### src/rtl/cdc_stable_capture_pkg.sv
// Shared types and helpers for the stable-capture stage.
// Used by the top and by anything sizing its settle counter.
package cdc_pkg;

  typedef enum logic {
    IDLE,
    SETTLE
  } stab_state_t;

  localparam int GLITCH_CNT_W = 8;

  function automatic int cnt_width(input int n);
    return $clog2(n + 1);
  endfunction

endpackage

### src/rtl/cdc_stable_capture_sat_cnt.sv
// Saturating up-counter with synchronous clear.
// Clear has priority over a same-cycle increment.
module sat_cnt #(
  parameter int W = 8
) (
  input  logic         clk,
  input  logic         rst_n,
  input  logic         clr,
  input  logic         inc,
  output logic [W-1:0] cnt
);

  logic [W-1:0] cnt_q;
  logic [W-1:0] cnt_d;

  always_comb begin
    cnt_d = cnt_q;
    if (clr) begin
      cnt_d = '0;
    end else if (inc && (cnt_q != '1)) begin
      cnt_d = cnt_q + W'(1);
    end
  end

  always_ff @(posedge clk or negedge rst_n) begin
    if (!rst_n) begin
      cnt_q <= '0;
    end else begin
      cnt_q <= cnt_d;
    end
  end

  assign cnt = cnt_q;

endmodule

### src/rtl/cdc_stable_capture.sv
// Qualifies a synchronized multi-bit word: publishes it only after it
// has held for STABLE_CYCLES samples, and counts abandoned settles.
module cdc_stable_capture
  import cdc_pkg::*;
#(
  parameter int                    DATA_WIDTH    = 1,
  parameter int                    STABLE_CYCLES = 4,
  parameter logic [DATA_WIDTH-1:0] RST_VAL       = '0
) (
  input  logic                    clk,
  input  logic                    rst_n,
  input  logic [DATA_WIDTH-1:0]   din,
  output logic [DATA_WIDTH-1:0]   dout,
  output logic                    upd,
  output logic [DATA_WIDTH-1:0]   rise,
  output logic [DATA_WIDTH-1:0]   fall,
  input  logic                    glitch_clr,
  output logic [GLITCH_CNT_W-1:0] glitch_cnt
);

  localparam int CW = cnt_width(STABLE_CYCLES);
  localparam logic [CW-1:0] ONE  = CW'(1);
  localparam logic [CW-1:0] LAST = CW'(STABLE_CYCLES - 1);

  stab_state_t           state_q, state_d;
  logic [DATA_WIDTH-1:0] cand_q, cand_d;
  logic [CW-1:0]         cnt_q, cnt_d;
  logic [DATA_WIDTH-1:0] dout_q, dout_d;
  logic                  upd_q, upd_d;
  logic [DATA_WIDTH-1:0] rise_q, rise_d;
  logic [DATA_WIDTH-1:0] fall_q, fall_d;
  logic                  glitch_inc;
  logic                  commit;

  always_comb begin
    state_d    = state_q;
    cand_d     = cand_q;
    cnt_d      = cnt_q;
    dout_d     = dout_q;
    upd_d      = 1'b0;
    rise_d     = '0;
    fall_d     = '0;
    glitch_inc = 1'b0;
    commit     = 1'b0;
    unique case (state_q)
      IDLE: begin
        if (din != dout_q) begin
          if (STABLE_CYCLES == 1) begin
            commit = 1'b1;
          end else begin
            cand_d  = din;
            cnt_d   = ONE;
            state_d = SETTLE;
          end
        end
      end
      SETTLE: begin
        // Falling back to the published word means the change was a transient.
        if (din == dout_q) begin
          state_d    = IDLE;
          cnt_d      = '0;
          glitch_inc = 1'b1;
        end else if (din != cand_q) begin
          cand_d = din;
          cnt_d  = ONE;
        end else if (cnt_q == LAST) begin
          commit  = 1'b1;
          state_d = IDLE;
          cnt_d   = '0;
        end else begin
          cnt_d = cnt_q + ONE;
        end
      end
      default: state_d = IDLE;
    endcase
    if (commit) begin
      dout_d = din;
      upd_d  = 1'b1;
      rise_d = din & ~dout_q;
      fall_d = ~din & dout_q;
    end
  end

  always_ff @(posedge clk or negedge rst_n) begin
    if (!rst_n) begin
      state_q <= IDLE;
      cand_q  <= '0;
      cnt_q   <= '0;
      dout_q  <= RST_VAL;
      upd_q   <= 1'b0;
      rise_q  <= '0;
      fall_q  <= '0;
    end else begin
      state_q <= state_d;
      cand_q  <= cand_d;
      cnt_q   <= cnt_d;
      dout_q  <= dout_d;
      upd_q   <= upd_d;
      rise_q  <= rise_d;
      fall_q  <= fall_d;
    end
  end

  sat_cnt #(
    .W (GLITCH_CNT_W)
  ) u_glitch_cnt (
    .clk   (clk),
    .rst_n (rst_n),
    .clr   (glitch_clr),
    .inc   (glitch_inc),
    .cnt   (glitch_cnt)
  );

  assign dout = dout_q;
  assign upd  = upd_q;
  assign rise = rise_q;
  assign fall = fall_q;

endmodule

### config.mk
export PLATFORM = sky130hd
export DESIGN_NAME = cdc_stable_capture
export DESIGN_NICKNAME = d
export VERILOG_FILES = /design/src/rtl/cdc_stable_capture_pkg.sv /design/src/rtl/cdc_stable_capture_sat_cnt.sv /design/src/rtl/cdc_stable_capture.sv
export SDC_FILE = /design/constraint.sdc
export NUM_CORES = 1
export LEC_CHECK = 0
export CAP_MARGIN = 5
export CORE_UTILIZATION = 44
export CTS_CLUSTER_DIAMETER = 200
export DETAILED_ROUTE_END_ITERATION = 16
export GPL_ROUTABILITY_DRIVEN = 0
export PLACE_DENSITY = 0.68
export SLEW_MARGIN = 10
export SYNTH_ARGS = -nofsm -noshare
export SYNTH_HDL_FRONTEND = slang
export SYNTH_SLANG_ARGS = --single-unit
### constraint.sdc
create_clock -name clk -period 1.6 [get_ports clk]
set_input_delay 0.24 -clock clk [delete_from_list [all_inputs] [get_ports clk]]
set_output_delay 0.24 -clock clk [all_outputs]
set_load 0.1 [all_outputs]
==> flow_summary.toml, run 1 <==
[outcome]
status = "complete, but fails checks"
failed_checks = "setup timing"

[floorplanning]
row_count = 15
core_um2 = 1750
dieHeight_um = 45.6
die_area_um2 = 2080
ios = 16
start_util_pct = 48.0
die_w_um = 45.6

[grt]
grt_max_degree = 18
grt_pass1_vias = 632
antenna_found_initial = 0
grt_first_pass_wirelength_um = 2770
grt_remaining_overflow = 0
grt_util_all_layers_pct = 18.9

[clock_network]
cts_tree = "yes"
path_clk_slew_ns = 0.09
htree_num_levels = 1
clk_latency_ns = 0.28
clock-root-buffer = "clkbuf_4"
cts_buffers = 3
postCtsHoldBufs = 0
clock_sinks = 17
cts_setup_buffers = 0
clk_path_buf_depth = 2

[route]
wl_per_cell_um = 13.7
drc = 0
vias = 684
drt-initial-drc-count = 3
viasPerCell = 5.30
routed_wl_um = 1770
drt-pass1-iter-count = 2
ant_nets = 0

[power]
power_density_nw_per_um2 = 1130
power.internal_mw = 0.907
clkPwrFrac_pct = 15.0
p_sw_mw = 0.594
ir_drop_mv = 0.919
leakagePower_nw = 0.575
p_total_mw = 1.50
power.share.sequential_pct = 38.1
switching_share_pct = 39.6
p_comb_share_pct = 46.9

[setup_path]
worstPathMaxFanout = 5
worstPathRequired_ns = 1.81
critical-path-max-stage-delay_ns = 0.51
slowest_stage = "dfrtp_4"
endpoint_kind = "flop"
worstPathArrival_ns = 1.82
cp_cell_sequence = "ha_4, o211ai_4, or4_4, a21oi_2"
path_class = "reg2reg"
worstSetupStartpointType = "flop"

[sta]
whs_ns = 0.280
setup_violations = 1
fin_crit_ns = 1.61
fin_ws_ns = -0.0109
clock_skew_ns = 0.00115
rsz0062_at_grt = "yes"
relSlewSlack_pct = 77.7
final_max_slew_viol_count = 0
fin_crit_sh_pct = 101
max_freq_ghz = 0.621
worstMarginPinSlew_ns = 0.332
hold_viol_final = 0

[placed_design]
dp_hpwl_um = 1270
dpl_cell_area_um2 = 1280
io_buffer_count = 15
place_inst = 125

[synthesis]
synth_edf_count = 0
ys.flop_type = "dfrtp_1"
synthArstFlopShare_pct = 100
syn_area_um2 = 837
synth_seq_cells = 17
seq_area_frac_synth_pct = 50.8
synthCells = 76
yosysWarningCount = 0
synth_nets = 84
avgSynthCellArea_um2 = 11.0
synth_cell_types = 36

[cells_and_area]
num-nets-final = 113
final_cells = 129
syn_to_final_growth_pct = 58.3
drive_above_1_share_pct = 49.0
stdcell_area_um2 = 1330
final_core_util_pct = 75.9
diodes = 0

[hold_path]
hp-class = "in2async"

[run]
cap_violations = 0
[state kept, by name (all words and copies together) (netlist names)]
signal,flops
state_q,1
fall,1
rise,1
cnt_q,3
dout,1
u_glitch_cnt.cnt,8
cand_q,1
upd,1
[cells by family after synthesis]
group	after synthesis	synth area share (%)
AND/OR/NAND/NOR	27	18.7
buffers and inverters	6	2.69
multiplexers	3	3.74
adder cells (fa/ha/maj)	4	5.98
AO/OA/AOI/OAI	15	13.9
flip-flops	17	50.8
XOR/XNOR	4	4.19
[routing by layer]
| metal | vias to the layer above | track usage (%) | part of all wire, % |
|---|---|---|---|
| li1 | 325 | - | - |
| met1 | 337 | 24.0 | 46 |
| met2 | 18 | 30.0 | 50 |
| met3 | 4 | 5.16 | 2.8 |
| met4 | 0 | 8.48 | 1.8 |
| met5 | - | 0 | 0 |
[path summary, 6_finish.rpt]
kind / depth (start not counted) / to / slack, ns / startpoint
min in group clk: 1 / cnt_q[2] / 0.50 / cnt_q[2]
min reg2reg: 1 / cnt_q[2] / 0.50 / cnt_q[2]
max reg2reg: 4 / u_glitch_cnt.cnt[5] / -0.01 / dout
min: 2 / rise / 0.28 / rst_n
max: 4 / u_glitch_cnt.cnt[5] / -0.01 / dout
max in group asynchronous: 2 / u_glitch_cnt.cnt[0] / 1.11 / rst_n
[per-stage QoR]
step | setup slack [ns] | TNS, ns
finish | -0.0109 | -0.0109
CTS | 0.0154 | 0
detailed placement | -0.287 | -1.69
global placement | -0.255 | -1.48
floorplan | -0.130 | -0.354
global route | -0.0392 | -0.0392
[layout by cell type, fill, tap and decap left out, types with 2 or more instances in the layout]
cell type         n
clkdlybuf4s50_1   3
dfrtp_4           3
clkbuf_4          3
a21oi_2           2
inv_1             3
ha_4              2
buf_12           12
mux2i_1           2
nor2_1            8
nand2_1           3
buf_4            11
ha_1              2
xor2_1            3
dfrtp_2           6
dfrtp_1           8
and2_1            2
o21ai_0           3
[worst max-delay path, delay by kind of cell, from the launching register on]
family          cells  cell delay (ns)
fa+ha+maj           1             0.30
flops               1             0.51
simple gates        1             0.50
compound gates      2             0.24
[power groups by stage]
stage,sequential [mW],clock [mW],combinational [mW]
after floorplan,0.761,0,0.227
after global placement,0.578,0,0.677
after detailed placement,0.581,0,0.688
after CTS,0.573,0.232,0.696
after global routing,0.579,0.252,0.749
final,0.572,0.225,0.703
[cell usage after synthesis, drive strengths merged, types with 2 or more instances]
library cell	count	area share [%]
a21oi	3	1.8
and2	2	1.5
dfrtp	17	51
ha	4	6.0
inv	4	1.8
mux2i	2	2.4
nand2	3	1.3
nand3	2	1.8
nand4	2	2.2
nor2	8	3.6
nor3	2	1.2
o211ai	2	3.4
o21ai	3	1.8
xor2	3	3.1
[what timing repair did]
item                                    4_1_cts  5_1_grt
endpoints found under the setup margin        1        3
pin swaps                                     0        1
endpoints found under the hold margin         0        0
resized for setup                             1        5
[area by class of cell]
class	count	area, um^2
clock buffers	4	26.3
fillers	126	420
multi-input cells	53	455
well taps	25	31.3
repair buffers	26	353
inverters	4	15.0
flip-flops and latches	17	444
(Power assumes the default switching activity.)
==> inputs of run 2 (changes only) <==
--- a/config.mk
+++ b/config.mk
@@ -6,12 +6,13 @@
 export NUM_CORES = 1
 export LEC_CHECK = 0
 export CAP_MARGIN = 5
-export CORE_UTILIZATION = 44
+export CORE_UTILIZATION = 45
 export CTS_CLUSTER_DIAMETER = 200
 export DETAILED_ROUTE_END_ITERATION = 16
 export GPL_ROUTABILITY_DRIVEN = 0
-export PLACE_DENSITY = 0.68
+export PLACE_DENSITY = 0.69
 export SLEW_MARGIN = 10
 export SYNTH_ARGS = -nofsm -noshare
 export SYNTH_HDL_FRONTEND = slang
+export SYNTH_HIERARCHICAL = 1
 export SYNTH_SLANG_ARGS = --single-unit
==> run 2 against run 1 <==
Combinational power fell by 74%. Largest cell class unchanged. Critical path type unchanged. Sequential share of layout area shrank 1.9 points. Largest power group is now sequential cells. Via count is 14% higher. The flow still finishes with violations (setup timing). Routed wire length increased by 14%. Worst setup slack got worse by 0.14 ns.
==> flow_summary.toml, run 2 <==
[outcome]
status = "complete, but fails checks"
failed_checks = "setup timing"

[route]
vias = 783
routed_wl_um = 2020
ant_nets = 0
drc = 0
drt-pass1-iter-count = 3
wl_per_cell_um = 14.0
drt-initial-drc-count = 6
viasPerCell = 5.44

[cells_and_area]
fillers = 108
final_core_util_pct = 78.4
seq_area_um2 = 442
num-nets-final = 128
diodes = 0
syn_to_final_growth_pct = 58.0
layout_common_cells = "buf_4 (13), buf_12 (12), dfrtp_1 (10)"
largest_reg_flops = 8
layout_commonest_cell = "buf_4"
multiInputGateArea_um2 = 498
drive_above_1_share_pct = 42.9

[synthesis]
ys.flop_type = "dfrtp_1"
syn_area_um2 = 885
synth.top_cell.area_share_pct = 48.1
yosys-top-cells-count = "dfrtp_1 (17), inv_1 (8), nor2_1 (7), o21ai_0 (6), nor3_1 (5)"
synth_seq_cells = 17
yosysWarningCount = 6
synth_cell_types = 34
synthTopCellsByArea = "dfrtp_1 (48%), ha_1 (5.7%), o21ai_0 (3.4%)"
synthCells = 89
synth_nets = 97
seq_area_frac_synth_pct = 48.1
yosysTopAreaCell = "dfrtp_1"
synthArstFlopShare_pct = 100
yosysMostFrequentCell = "dfrtp_1"
avgSynthCellArea_um2 = 9.94
synth_edf_count = 0

[clock_network]
htree_num_levels = 1
cts_buffers = 3
clock-root-buffer = "clkbuf_4"
path_clk_slew_ns = 0.10
postCtsHoldBufs = 0
clk_path_buf_depth = 2
clock_sinks = 17
clk_latency_ns = 0.28
cts_tree = "yes"

[setup_path]
worstPathMaxFanout = 4
cp_cell_sequence = "ha_4, inv_2, nor2_4, nand3_4, or3_4, a211oi_2"
cp_top_family = "simple AND/OR/NAND/NOR gates"
crit_cells = 6
path_class = "reg2reg"
slowest_stage = "dfrtp_4"
worstPathRequired_ns = 1.79
rr_worst_depth = 6
worstSetupStartpointType = "flop"
cp_num_buf_inv = 1
critical-path-max-stage-delay_ns = 0.50
worstPathArrival_ns = 1.94
endpoint_kind = "flop"

[grt]
grt_first_pass_wirelength_um = 3170
antenna_found_initial = 0
grt_remaining_overflow = 0
grt_util_all_layers_pct = 22.1
grt_pass1_vias = 752
grt_max_degree = 18

[power]
power_density_nw_per_um2 = 620
ir_drop_mv = 0.616
leakagePower_nw = 0.580
p_total_mw = 0.866

[sta]
hold_viol_final = 0
whs_ns = 0.288
setup_tns_ns = -0.208
fin_ws_ns = -0.150
rsz0062_at_grt = "yes"
relSlewSlack_pct = 73.5
fin_crit_sh_pct = 109
clock_skew_ns = 0.00441
final_max_slew_viol_count = 0
worstMarginPinSlew_ns = 0.393
max_freq_ghz = 0.571
fin_crit_ns = 1.75
setup_violations = 3

[floorplanning]
die_w_um = 46.3
row_count = 15
die_area_um2 = 2150
core_um2 = 1780
dieHeight_um = 46.3
ios = 16
start_util_pct = 49.6

[placed_design]
io_buffer_count = 15
dp_hpwl_um = 1510
dp_slack_ns = -0.530

[run]
cap_violations = 0

[hold_path]
hp-class = "in2async"
## run 2: cell count changes in the layout (fill, tap and decap cells not counted), moves of 3 or more
cell,delta
inv_1,+3
nand2b_1,+3
nor3_1,+3
xor2_1,-3
## run 2: power by group
part / switching (mW) / leakage [nW] / internal [mW] / total, mW
clock network: 0.127 / 0.0150 / 0.0968 / 0.223
logic: 0.107 / 0.348 / 0.0752 / 0.182
registers: 0.0127 / 0.217 / 0.448 / 0.461
total: 0.246 / 0.580 / 0.620 / 0.866
## run 2: kinds of logic (layout without fill, tap and decap cells)
group                    count (synthesis)  in the layout  share of synthesized area (%)
adder cells (fa/ha/maj)                  4              4                           5.66
AO/OA/AOI/OAI                           18             18                           12.9
flip-flops                              17             17                           48.1
AND/OR/NAND/NOR                         36             36                           23.5
XOR/XNOR                                 1              1                           1.84
buffers and inverters                   10             40                           4.38
multiplexers                             3              3                           3.68
## run 2: worst reg2reg max path, stage by stage (launching register included)
cell,delay [ns]
dfrtp_4,0.50
ha_4,0.27
inv_2,0.04
nor2_4,0.13
nand3_4,0.09
or3_4,0.38
a211oi_2,0.25
## run 2: timing repair
| item | CTS | global route |
|---|---|---|
| gates resized for setup | 6 | 9 |
| setup buffers | 0 | 1 |
| pin swaps | 1 | 3 |
| setup endpoints to repair | 6 | 7 |
## run 2: routing by layer
| layer | vias up | wire, um | track usage (%) |
|---|---|---|---|
| li1 | 377 | - | - |
| met1 | 390 | 870 | 25.9 |
| met2 | 12 | 1060 | 37.8 |
| met3 | 4 | 46 | 2.35 |
| met4 | 0 | 42 | 14.1 |
| met5 | - | 0 | 0 |
## run 2: layout make-up
type / count / area share, %
tap: 25 / 2.24
inverter: 8 / 2.15
clock buffer: 4 / 1.88
multi-input combinational: 62 / 35.6
sequential: 17 / 31.6
timing repair buffer: 28 / 26.5
## run 2: worst paths after layout
kind,from,to,slack [ns]
min in group clk,din,dout,0.37
min reg2reg,cnt_q[1],cnt_q[1],0.51
max reg2reg,dout,u_glitch_cnt/cnt[7],-0.15
max in group asynchronous,rst_n,u_glitch_cnt/cnt[0],1.10
max,dout,u_glitch_cnt/cnt[7],-0.15
min,rst_n,rise,0.29
## run 2: metrics by stage
step,instance area [um^2],cells
final,1400,144
after global routing,1400,144
after CTS,1350,143
after detailed placement,1310,139
after global placement,1310,139
after floorplan,925,89
==> inputs of run 3 (changes only) <==
--- a/config.mk
+++ b/config.mk
@@ -6,11 +6,12 @@
 export NUM_CORES = 1
 export LEC_CHECK = 0
 export CAP_MARGIN = 5
+export CORE_MARGIN = 10
 export CORE_UTILIZATION = 45
 export CTS_CLUSTER_DIAMETER = 200
 export DETAILED_ROUTE_END_ITERATION = 16
 export GPL_ROUTABILITY_DRIVEN = 0
-export PLACE_DENSITY = 0.69
+export PLACE_DENSITY = 0.66
 export SLEW_MARGIN = 10
 export SYNTH_ARGS = -nofsm -noshare
 export SYNTH_HDL_FRONTEND = slang
==> constraint.sdc (replaced) <==
create_clock -name clk -period 2.1 [get_ports clk]
set_input_delay 0.315 -clock clk [delete_from_list [all_inputs] [get_ports clk]]
set_output_delay 0.315 -clock clk [all_outputs]
set_load 0.1 [all_outputs]
==> run 3 against run 2 <==
The flow now finishes without violations. Highest routed layer unchanged. Die area up 93%. Combinational power down 41%. Largest power group unchanged. Clock power down 19%. Utilization down 16 points. Sequential share of layout area up 6.8 points. Via count down 11%. Total power down 26%. Non-clock buffer count down 6.
==> flow_summary.toml, run 3 (synthesized netlist as in run 2, its figures left out) <==
[outcome]
status = "complete, no violations"

[floorplanning]
ios = 16
core_um2 = 1800
start_util_pct = 49.1
dieHeight_um = 64.3
die_area_um2 = 4140
row_count = 15
die_w_um = 64.3

[route]
viasPerCell = 5.07
drt-pass1-iter-count = 4
drt-initial-drc-count = 24
vias = 699
ant_nets = 0
wl_per_cell_um = 12.9
drc = 0
routed_wl_um = 1790

[sta]
fin_crit_ns = 1.86
setup_violations = 0
clock_skew_ns = 0.00598
relSlewSlack_pct = 70.8
rsz0062_at_grt = "no"
worstMarginPinSlew_ns = 0.437
max_freq_ghz = 0.538
hold_viol_final = 0
whs_ns = 0.318
setup_tns_ns = 0
final_max_slew_viol_count = 0
fin_crit_sh_pct = 88.5

[clock_network]
clock-root-buffer = "clkbuf_4"
postCtsHoldBufs = 0
cts_setup_buffers = 0
clk_path_buf_depth = 2
clk_latency_ns = 0.29
cts_resized = 0
cts_buffers = 3
htree_num_levels = 1
clock_sinks = 17
path_clk_slew_ns = 0.11
cts_tree = "yes"

[setup_path]
worstSetupStartpointType = "input pin"
r2r-start = "dout"
critical_path.startpoint = "din"
rr_endpoint = "u_glitch_cnt/cnt[7]"
path_class = "in2reg"
endpoint = "u_glitch_cnt/cnt[7]"
rr_worst_depth = 6
endpoint_kind = "flop"
worstPathMaxFanout = 4
worstPathRequired_ns = 2.31
regToRegSetupSlack_ns = 0.30
worstPathArrival_ns = 2.07

[power]
power.share.sequential_pct = 54.9
leakagePower_nw = 0.513
p_total_mw = 0.642
clkPwrFrac_pct = 28.2
ir_drop_mv = 0.359
power.internal_mw = 0.453
power_density_nw_per_um2 = 570
p_comb_share_pct = 16.9
switching_share_pct = 29.4
p_sw_mw = 0.188

[cells_and_area]
drive_above_1_share_pct = 27.4
diodes = 0
layout_common_cells = "buf_4 (19), dfrtp_1 (14), inv_1 (8)"
syn_to_final_growth_pct = 27.2
num-nets-final = 122
fillers = 164
stdcell_area_um2 = 1120
final_core_util_pct = 62.4
largest_reg_flops = 8
layout_commonest_cell = "buf_4"

[run]
cap_violations = 0

[grt]
busiest_layer = "met2"
grt_remaining_overflow = 0
grt_max_degree = 12
grt_util_all_layers_pct = 9.57
antenna_found_initial = 0
use_met2_pct = 14.0
grt_first_pass_wirelength_um = 3160
met3_usage_pct = 3.66
grt_pass1_vias = 695
use_met1_pct = 11.9

[placed_design]
dp_hpwl_um = 1370
dpl_cell_area_um2 = 1100
io_buffer_count = 15

[hold_path]
hp-class = "in2async"
-- run 3: cell types whose count changed in the layout (fill, tap and decap cells not counted), sizes merged --
cell	previous run	this run
dlymetal6s2s	1	0
clkdlybuf4s50	2	3
buf	25	19
-- run 3: layout make-up --
type	instances	area (um^2)	share of cell area [%]
multi-input cells	62	433	38.5
flip-flops and latches	17	432	38.4
repair buffers	22	173	15.4
well taps	25	31.3	2.78
inverters	8	30.0	2.67
clock buffers	4	26.3	2.34
-- run 3: worst min-delay path by stage --
stage,to,slack (ns),cells past startpoint
2_1_floorplan,cand_q,0.02,0
3_3_place_gp,cnt_q[2],0.48,1
3_5_place_dp,cnt_q[1],0.49,1
4_1_cts,u_glitch_cnt/cnt[7],0.34,1
5_1_grt,fall,0.35,1
6_report,u_glitch_cnt/cnt[7],0.32,1
-- run 3: critical path, stage by stage --
cell and delay [ns]:
clkdlybuf4s50_1 0.48, inv_1 0.08, ha_4 0.26, inv_1 0.04, nor2_1 0.19, nand3_1 0.16, or3_1 0.32, a211oi_1 0.22
-- run 3: routing by layer --
layer | wire (um) | part of all wire [%] | vias to the layer above
met2 | 786 | 44 | 10
met3 | 99 | 5.5 | 2
li1 | - | - | 364
met4 | 13 | 0.73 | 0
met5 | 0 | 0 | -
met1 | 888 | 50 | 323
-- run 3: stage by stage --
step / cells / worst slack, ns
final: 138 / 0.242
after detailed placement: 134 / -0.0876
after floorplan: 89 / 0.0864
after global routing: 138 / 0.0582
after global placement: 134 / -0.0451
after CTS: 138 / 0.233
-- run 3: power by group through the flow --
stage / Combinational [mW] / Clock (mW) / Sequential [mW]
5_1_grt: 0.121 / 0.198 / 0.355
2_1_floorplan: 0.0462 / 0 / 0.383
4_1_cts: 0.110 / 0.185 / 0.352
3_5_place_dp: 0.110 / 0 / 0.359
6_report: 0.108 / 0.181 / 0.352
3_3_place_gp: 0.108 / 0 / 0.358
